### src/rtl/vec_serializer_if.sv
// Stream bundle between a vector source, the serializer and the cnt1 bit-count stage.
// The master modport is the serializer's view; the slave modport is the surrounding environment.
interface vec_serializer_if #(
    parameter int VECTOR_WIDTH = 920,
    parameter int BUS_WIDTH    = 128
);
    logic [VECTOR_WIDTH-1:0] up_Vector;
    logic                    up_Valid;
    logic                    up_Ready;
    logic [BUS_WIDTH-1:0]    dn_SubVector;
    logic                    dn_Valid;
    logic                    dn_First;
    logic                    dn_Last;
    logic                    dn_Ready;

    modport master (
        input  up_Vector, up_Valid, dn_Ready,
        output up_Ready, dn_SubVector, dn_Valid, dn_First, dn_Last
    );

    modport slave (
        output up_Vector, up_Valid, dn_Ready,
        input  up_Ready, dn_SubVector, dn_Valid, dn_First, dn_Last
    );
endinterface

### src/rtl/vec_serializer.sv
// Splits one VECTOR_WIDTH-bit fingerprint into SUB_VECTOR_NO BUS_WIDTH words, LSB word first,
// over a valid/ready stream; a new vector can load on the last word's handshake (no bubble).
module vec_serializer #(
    parameter int VECTOR_WIDTH = 920,
    parameter int BUS_WIDTH    = 128
) (
    input logic                clk,
    input logic                rst,
    vec_serializer_if.master   bus
);
    localparam int SUB_VECTOR_NO   = (VECTOR_WIDTH + BUS_WIDTH - 1) / BUS_WIDTH;
    localparam int WORD_CNTR_WIDTH = (SUB_VECTOR_NO > 1) ? $clog2(SUB_VECTOR_NO) : 1;
    localparam int HOLD_WIDTH      = SUB_VECTOR_NO * BUS_WIDTH;
    localparam logic [WORD_CNTR_WIDTH-1:0] LAST_INDEX = WORD_CNTR_WIDTH'(SUB_VECTOR_NO - 1);

    typedef enum logic {
        IDLE,
        SEND
    } state_t;

    state_t                     state_q, state_d;
    logic [WORD_CNTR_WIDTH-1:0] index_q, index_d;
    logic [HOLD_WIDTH-1:0]      hold_q, hold_d;
    logic [HOLD_WIDTH-1:0]      load_vec;
    logic                       is_last;

    always_ff @(posedge clk) begin
        if (rst) begin
            state_q <= IDLE;
            index_q <= '0;
            hold_q  <= '0;
        end else begin
            state_q <= state_d;
            index_q <= index_d;
            hold_q  <= hold_d;
        end
    end

    // The holding register shifts down one word per handshake, so the current word is always at the bottom.
    always_comb begin
        state_d  = state_q;
        index_d  = index_q;
        hold_d   = hold_q;
        load_vec = '0;
        load_vec[VECTOR_WIDTH-1:0] = bus.up_Vector;
        is_last  = (state_q == SEND) && (index_q == LAST_INDEX);

        case (state_q)
            IDLE: begin
                if (bus.up_Valid) begin
                    hold_d  = load_vec;
                    index_d = '0;
                    state_d = SEND;
                end
            end
            SEND: begin
                if (bus.dn_Ready) begin
                    if (!is_last) begin
                        index_d = index_q + 1'b1;
                        hold_d  = hold_q >> BUS_WIDTH;
                    end else if (bus.up_Valid) begin
                        hold_d  = load_vec;
                        index_d = '0;
                    end else begin
                        index_d = '0;
                        state_d = IDLE;
                    end
                end
            end
            default: begin
                state_d = IDLE;
                index_d = '0;
            end
        endcase
    end

    assign bus.up_Ready     = (state_q == IDLE) || (is_last && bus.dn_Ready);
    assign bus.dn_Valid     = (state_q == SEND);
    assign bus.dn_First     = (state_q == SEND) && (index_q == '0);
    assign bus.dn_Last      = is_last;
    assign bus.dn_SubVector = (state_q == SEND) ? hold_q[BUS_WIDTH-1:0] : '0;
endmodule

### src/flat_wrapper.sv
// flat-port wrapper written by rule: the top's interface ports become plain ports
module vec_serializer_flat 
#(
    parameter int VECTOR_WIDTH = 920,
    parameter int BUS_WIDTH    = 128
)
  (clk, rst, bus_up_Vector, bus_up_Valid, bus_dn_Ready, bus_up_Ready, bus_dn_SubVector, bus_dn_Valid, bus_dn_First, bus_dn_Last);
  vec_serializer_if #(.VECTOR_WIDTH(VECTOR_WIDTH), .BUS_WIDTH(BUS_WIDTH)) bus_i ();
  input logic clk;
  input logic rst;
  input wire logic [$bits(bus_i.up_Vector)-1:0] bus_up_Vector;
  input wire logic [$bits(bus_i.up_Valid)-1:0] bus_up_Valid;
  input wire logic [$bits(bus_i.dn_Ready)-1:0] bus_dn_Ready;
  output wire logic [$bits(bus_i.up_Ready)-1:0] bus_up_Ready;
  output wire logic [$bits(bus_i.dn_SubVector)-1:0] bus_dn_SubVector;
  output wire logic [$bits(bus_i.dn_Valid)-1:0] bus_dn_Valid;
  output wire logic [$bits(bus_i.dn_First)-1:0] bus_dn_First;
  output wire logic [$bits(bus_i.dn_Last)-1:0] bus_dn_Last;
  assign bus_i.up_Vector = bus_up_Vector;
  assign bus_i.up_Valid = bus_up_Valid;
  assign bus_i.dn_Ready = bus_dn_Ready;
  assign bus_up_Ready = bus_i.up_Ready;
  assign bus_dn_SubVector = bus_i.dn_SubVector;
  assign bus_dn_Valid = bus_i.dn_Valid;
  assign bus_dn_First = bus_i.dn_First;
  assign bus_dn_Last = bus_i.dn_Last;
  vec_serializer #(.VECTOR_WIDTH(VECTOR_WIDTH), .BUS_WIDTH(BUS_WIDTH)) u_core (.clk(clk), .rst(rst), .bus(bus_i));
endmodule
### config.mk
export PLATFORM = sky130hd
export DESIGN_NAME = vec_serializer_flat
export DESIGN_NICKNAME = d
export VERILOG_FILES = /design/src/rtl/vec_serializer_if.sv /design/src/rtl/vec_serializer.sv /design/src/flat_wrapper.sv
export SDC_FILE = /design/constraint.sdc
export NUM_CORES = 2
export LEC_CHECK = 0
export BUFFER_PORTS_ARGS = -buffer_cell sky130_fd_sc_hd__buf_4
export CAP_MARGIN = 20
export CORE_AREA = 2 2 415 417
export DETAILED_ROUTE_END_ITERATION = 8
export DIE_AREA = 0 0 417 419
export HOLD_SLACK_MARGIN = 0.02
export SYNTH_ARGS = -nofsm -noshare
export SYNTH_HDL_FRONTEND = slang
export SYNTH_SLANG_ARGS = --single-unit
### constraint.sdc
create_clock -name clk -period 2.2 [get_ports clk]
set_input_delay 0.22 -clock clk [delete_from_list [all_inputs] [get_ports clk]]
set_output_delay 0.22 -clock clk [all_outputs]
set_load 0.05 [all_outputs]
==> results_tabular.tex <==
\begin{tabular}{lr}
\hline
Metric & Value \\
\hline
\multicolumn{2}{l}{\textbf{Critical path}} \\
\quad FF-to-FF Start & u\_core.index\_q[1] \\
\quad Endpoint of the lowest-slack register-to-register path & u\_core.hold\_q[517] \\
\quad Arrival time reported for the critical path endpoint & 2010 ps \\
\quad Flop-to-flop setup slack & -20 ps \\
\quad Critical Setup Path Class & reg2out \\
\quad Crit path capture type & primary output \\
\quad Startpoint kind of the worst setup timing path & flip-flop \\
\quad Required time of the critical path & 1980 ps \\
\quad Maximum fanout count along the critical path & 31 \\
\quad Number of cells traversed by the worst register-to-register path & 8 \\
\multicolumn{2}{l}{\textbf{Global route}} \\
\quad GR Util met1 & 0.352 \\
\quad Maximum number of pins on one net before global-route repair & 202 \\
\quad Number of antenna violations at the first check in global routing & 101 \\
\quad Met2 track utilization from global routing & 0.424 \\
\quad Vias in the first global route & 50761 \\
\quad Global routing usage summed across all routing layers & 0.268 \\
\quad Aggregate global routing overflow & 0 \\
\quad Layer with the highest usage after global routing & met2 \\
\quad GR Util met3 & 0.0432 \\
\quad First-pass GRT wire length & 350 mm \\
\multicolumn{2}{l}{\textbf{Run status}} \\
\quad Run status & finished, violations left \\
\quad Failing checks & negative setup slack \\
\multicolumn{2}{l}{\textbf{Cells and area}} \\
\quad Post-route cell area & 71900 sq um \\
\quad Commonest non-fill, non-tap cells in the layout & sky130\_fd\_sc\_hd\_\_buf\_4 (1136), sky130\_fd\_sc\_hd\_\_dfxtp\_1 (1025), sky130\_fd\_sc\_hd\_\_dlygate4sd3\_1 (923) \\
\quad Number of standard cells in the layout, taps in and fillers out & 9826 \\
\quad Final net count & 8319 \\
\quad Area growth, synth to finish & 53.6\% \\
\quad Most common cell after layout, fill and taps aside & sky130\_fd\_sc\_hd\_\_buf\_4 \\
\quad Share of final-layout standard cells stronger than drive strength 1 & 0.216 \\
\multicolumn{2}{l}{\textbf{Synth}} \\
\quad Post-synthesis instance total & 5734 \\
\quad Fraction of the yosys area taken by sequential cells & 0.440 \\
\quad Combinational family with the most area after synthesis & compound AO/OA/AOI/OAI gates \\
\quad Number of different library cells in the post-synthesis netlist & 33 \\
\quad Compound-cell area share of the yosys netlist & 0.345 \\
\quad Avg Synthesized Cell Area & 8.16 sq um \\
\quad Post-Synth Simple-Gate Area & 0.142 \\
\quad Adder-Cell Fraction of Synth Area & 0.000802 \\
\quad Synthesized area & 46800 sq um \\
\quad Xor/xnor share of the synthesized area & 0 \\
\quad Synth warn & 0 \\
\quad Post-synthesis net count & 6661 \\
\quad Multiplexer fraction of the synthesized cell area & 0.000428 \\
\quad Top flip-flop cell by instance count after synthesis & sky130\_fd\_sc\_hd\_\_dfxtp\_1 \\
\quad Flip-flop and latch count after synthesis & 1028 \\
\quad Share of flip-flops with an asynchronous set or reset after synthesis & 0 \\
\quad EDFF count, synth & 0 \\
\multicolumn{2}{l}{\textbf{Floorplan}} \\
\quad Number of standard-cell rows in the floorplan & 152 \\
\quad Die width & 417 um \\
\quad Count of boundary I/O pins & 1056 \\
\quad Initial cell density of the core & 0.274 \\
\quad Die ar. & 175000 sq um \\
\quad Die span in y & 419 um \\
\quad Placeable core area & 171000 sq um \\
\multicolumn{2}{l}{\textbf{Min path}} \\
\quad Class of the tightest hold or removal check & in2reg \\
\quad Sink of the worst hold path & u\_core.hold\_q[918] \\
\quad Launch point of the worst hold path & bus\_up\_Vector[918] \\
\quad WHS Path Cells & 3 \\
\multicolumn{2}{l}{\textbf{Drt}} \\
\quad Via-per-instance ratio & 5.49 \\
\quad Drt drc & 0 \\
\quad Number of DRC markers after the initial detailed-route iteration & 6340 \\
\quad Routed wire per std cell & 25.6 um \\
\quad Routed wire length & 251 mm \\
\quad Drt pass-1 iters & 7 \\
\quad Vias after detailed routing & 53952 \\
\quad ANT nets after route & 0 \\
\multicolumn{2}{l}{\textbf{Clock tree}} \\
\quad Clock Tree Buf Depth & 3 \\
\quad Inserted Clock Buffers & 121 \\
\quad CTS H-Tree Depth & 3 \\
\quad Post-CTS clock slew at the launch and capture registers of the worst setup and hold paths & 60 ps \\
\quad Worst skew pair latency & 770 ps \\
\quad CTS sink cnt & 1028 \\
\quad Root buf cell & sky130\_fd\_sc\_hd\_\_clkbuf\_16 \\
\quad TritonCTS clock tree & done \\
\multicolumn{2}{l}{\textbf{STA}} \\
\quad Pins Over Slew Limit & 0 \\
\quad Setup repair after global routing missed its margin & true \\
\quad Final-layout setup total negative slack & -255 ps \\
\quad Final setup violation count & 20 \\
\quad Final Hold Violating Endpoints & 0 \\
\quad Period Utilization, post-route & 1.01 \\
\quad Slew Limit Headroom & 0.320 \\
\quad Final period demand of the worst path & 2230 ps \\
\quad Smallest setup slack after layout & -29.8 ps \\
\quad Fmax achieved & 0.448 GHz \\
\quad Hold Slack & 229 ps \\
\quad Worst Clk Skew & 62.4 ps \\
\quad Worst Tran Pin Value & 1020 ps \\
\multicolumn{2}{l}{\textbf{Placed design}} \\
\quad GPL Wtd Cong & 0.939 \\
\quad Area after detailed placement & 57500 sq um \\
\quad IO buf count & 1055 \\
\quad Cell total after placement & 8560 \\
\quad DP Wirelength & 177 mm \\
\multicolumn{2}{l}{\textbf{Power}} \\
\quad Static Leak & 28.1 nW \\
\quad Power density cells & 726 nW/um\^{}2 \\
\quad Total Power & 52.2 mW \\
\quad Worst vdd rail ir drop & 0.760 mV \\
\multicolumn{2}{l}{\textbf{Flow run}} \\
\quad \# Max-Cap Violations & 0 \\
\hline
\end{tabular}
-- metal layers --
layer,share of wire,up-vias
li1,-,24526
met1,0.42,25916
met2,0.45,2872
met3,0.074,622
met4,0.055,16
met5,0.00037,-
-- flip-flops by register name, summed over array words and instances, names as in the netlist --
register,flops
u_core.hold_q,1024
u_core.index_q,3
u_core.bus.dn_Valid,1
-- synth_stat cells (2+ instances only) --
master / count / area, sq um
sky130_fd_sc_hd__a211oi_1: 831 / 6240
sky130_fd_sc_hd__a21oi_1: 68 / 340
sky130_fd_sc_hd__a22o_1: 24 / 210
sky130_fd_sc_hd__a31oi_1: 626 / 3920
sky130_fd_sc_hd__and2_1: 168 / 1050
sky130_fd_sc_hd__buf_1: 6 / 22.5
sky130_fd_sc_hd__buf_2: 234 / 1170
sky130_fd_sc_hd__buf_4: 45 / 338
sky130_fd_sc_hd__buf_6: 4 / 45.0
sky130_fd_sc_hd__clkbuf_1: 381 / 1430
sky130_fd_sc_hd__clkbuf_2: 23 / 115
sky130_fd_sc_hd__dfxtp_1: 1028 / 20600
sky130_fd_sc_hd__ha_1: 3 / 37.5
sky130_fd_sc_hd__inv_1: 67 / 251
sky130_fd_sc_hd__mux2i_1: 2 / 20.0
sky130_fd_sc_hd__nand2_1: 209 / 785
sky130_fd_sc_hd__nand2b_1: 3 / 18.8
sky130_fd_sc_hd__nand3b_1: 2 / 15.0
sky130_fd_sc_hd__nor2_1: 834 / 3130
sky130_fd_sc_hd__nor2b_1: 207 / 1290
sky130_fd_sc_hd__nor3_1: 65 / 325
sky130_fd_sc_hd__o21ai_0: 586 / 2930
sky130_fd_sc_hd__o21ai_1: 40 / 200
sky130_fd_sc_hd__o221a_2: 65 / 732
sky130_fd_sc_hd__o31ai_1: 205 / 1540
-- cell families (layout without fill, tap and decap cells) --
family | count (synthesis) | count (layout)
AOI/OAI and AO/OA | 2448 | 2448
adders and majority gates | 3 | 3
buffers and inverters | 761 | 2522
DFF | 1028 | 1028
muxes | 2 | 2
other | 0 | 98
and+or+nand+nor | 1492 | 1492
-- layout make-up --
class | count | area (sq um)
fillers | 16596 | 98700
repair buffers | 2228 | 20800
clock buffers | 188 | 3640
diodes | 98 | 245
well taps | 2233 | 2790
clock inverters | 38 | 534
inverters | 68 | 263
multi-input cells | 3945 | 23100
flip-flops and latches | 1028 | 20600
-- critical path, stage by stage, from the launching register on --
cell,delay [ps]
sky130_fd_sc_hd__dfxtp_4,360
sky130_fd_sc_hd__buf_12,150
sky130_fd_sc_hd__bufbuf_16,350
sky130_fd_sc_hd__and2_1,160
sky130_fd_sc_hd__buf_4,210
-- worst max-delay path by stage --
| stage | start | depth (start not counted) | slack [ps] | endpoint |
|---|---|---|---|---|
| 5_1_grt | u_core.bus.dn_Valid | 4 | -100 | bus_dn_SubVector[10] |
| 4_1_cts | u_core.bus.dn_Valid | 4 | -100 | bus_dn_SubVector[8] |
| 3_5_place_dp | u_core.index_q[1] | 8 | 50 | u_core.hold_q[294] |
| 2_1_floorplan | u_core.bus.dn_Valid | 4 | 190 | bus_dn_SubVector[100] |
| 6_report | u_core.bus.dn_Valid | 4 | -30 | bus_dn_SubVector[34] |
| 3_3_place_gp | u_core.index_q[0] | 8 | 70 | u_core.hold_q[294] |
-- what timing repair did --
| action | in CTS | in global routing |
|---|---|---|
| resized for setup | 95 | 27 |
| endpoints found under the setup margin | 130 | 135 |
| hold buffers | 923 | 0 |
| setup buffers | 7 | 5 |
| cloned | 2 | 5 |
| hold endpoints to repair | 924 | 0 |
| pin swaps | 3 | 41 |
-- report_power, final --
part | internal, mW | switching [mW] | total, mW | leakage [nW]
clock | 12.3 | 8.77 | 21.1 | 2.05
sequential | 20.1 | 1.25 | 21.3 | 8.48
combinational | 4.62 | 5.23 | 9.84 | 17.5
-- through the flow --
stage | worst slack, ps | util
finish | -29.8 | 0.422
global route | -98.6 | 0.421
CTS | -103 | 0.418
detailed placement | 52.8 | 0.337
global placement | 69.4 | 0.337
floorplan | 189 | -
Power figures use the tool's default switching activity.
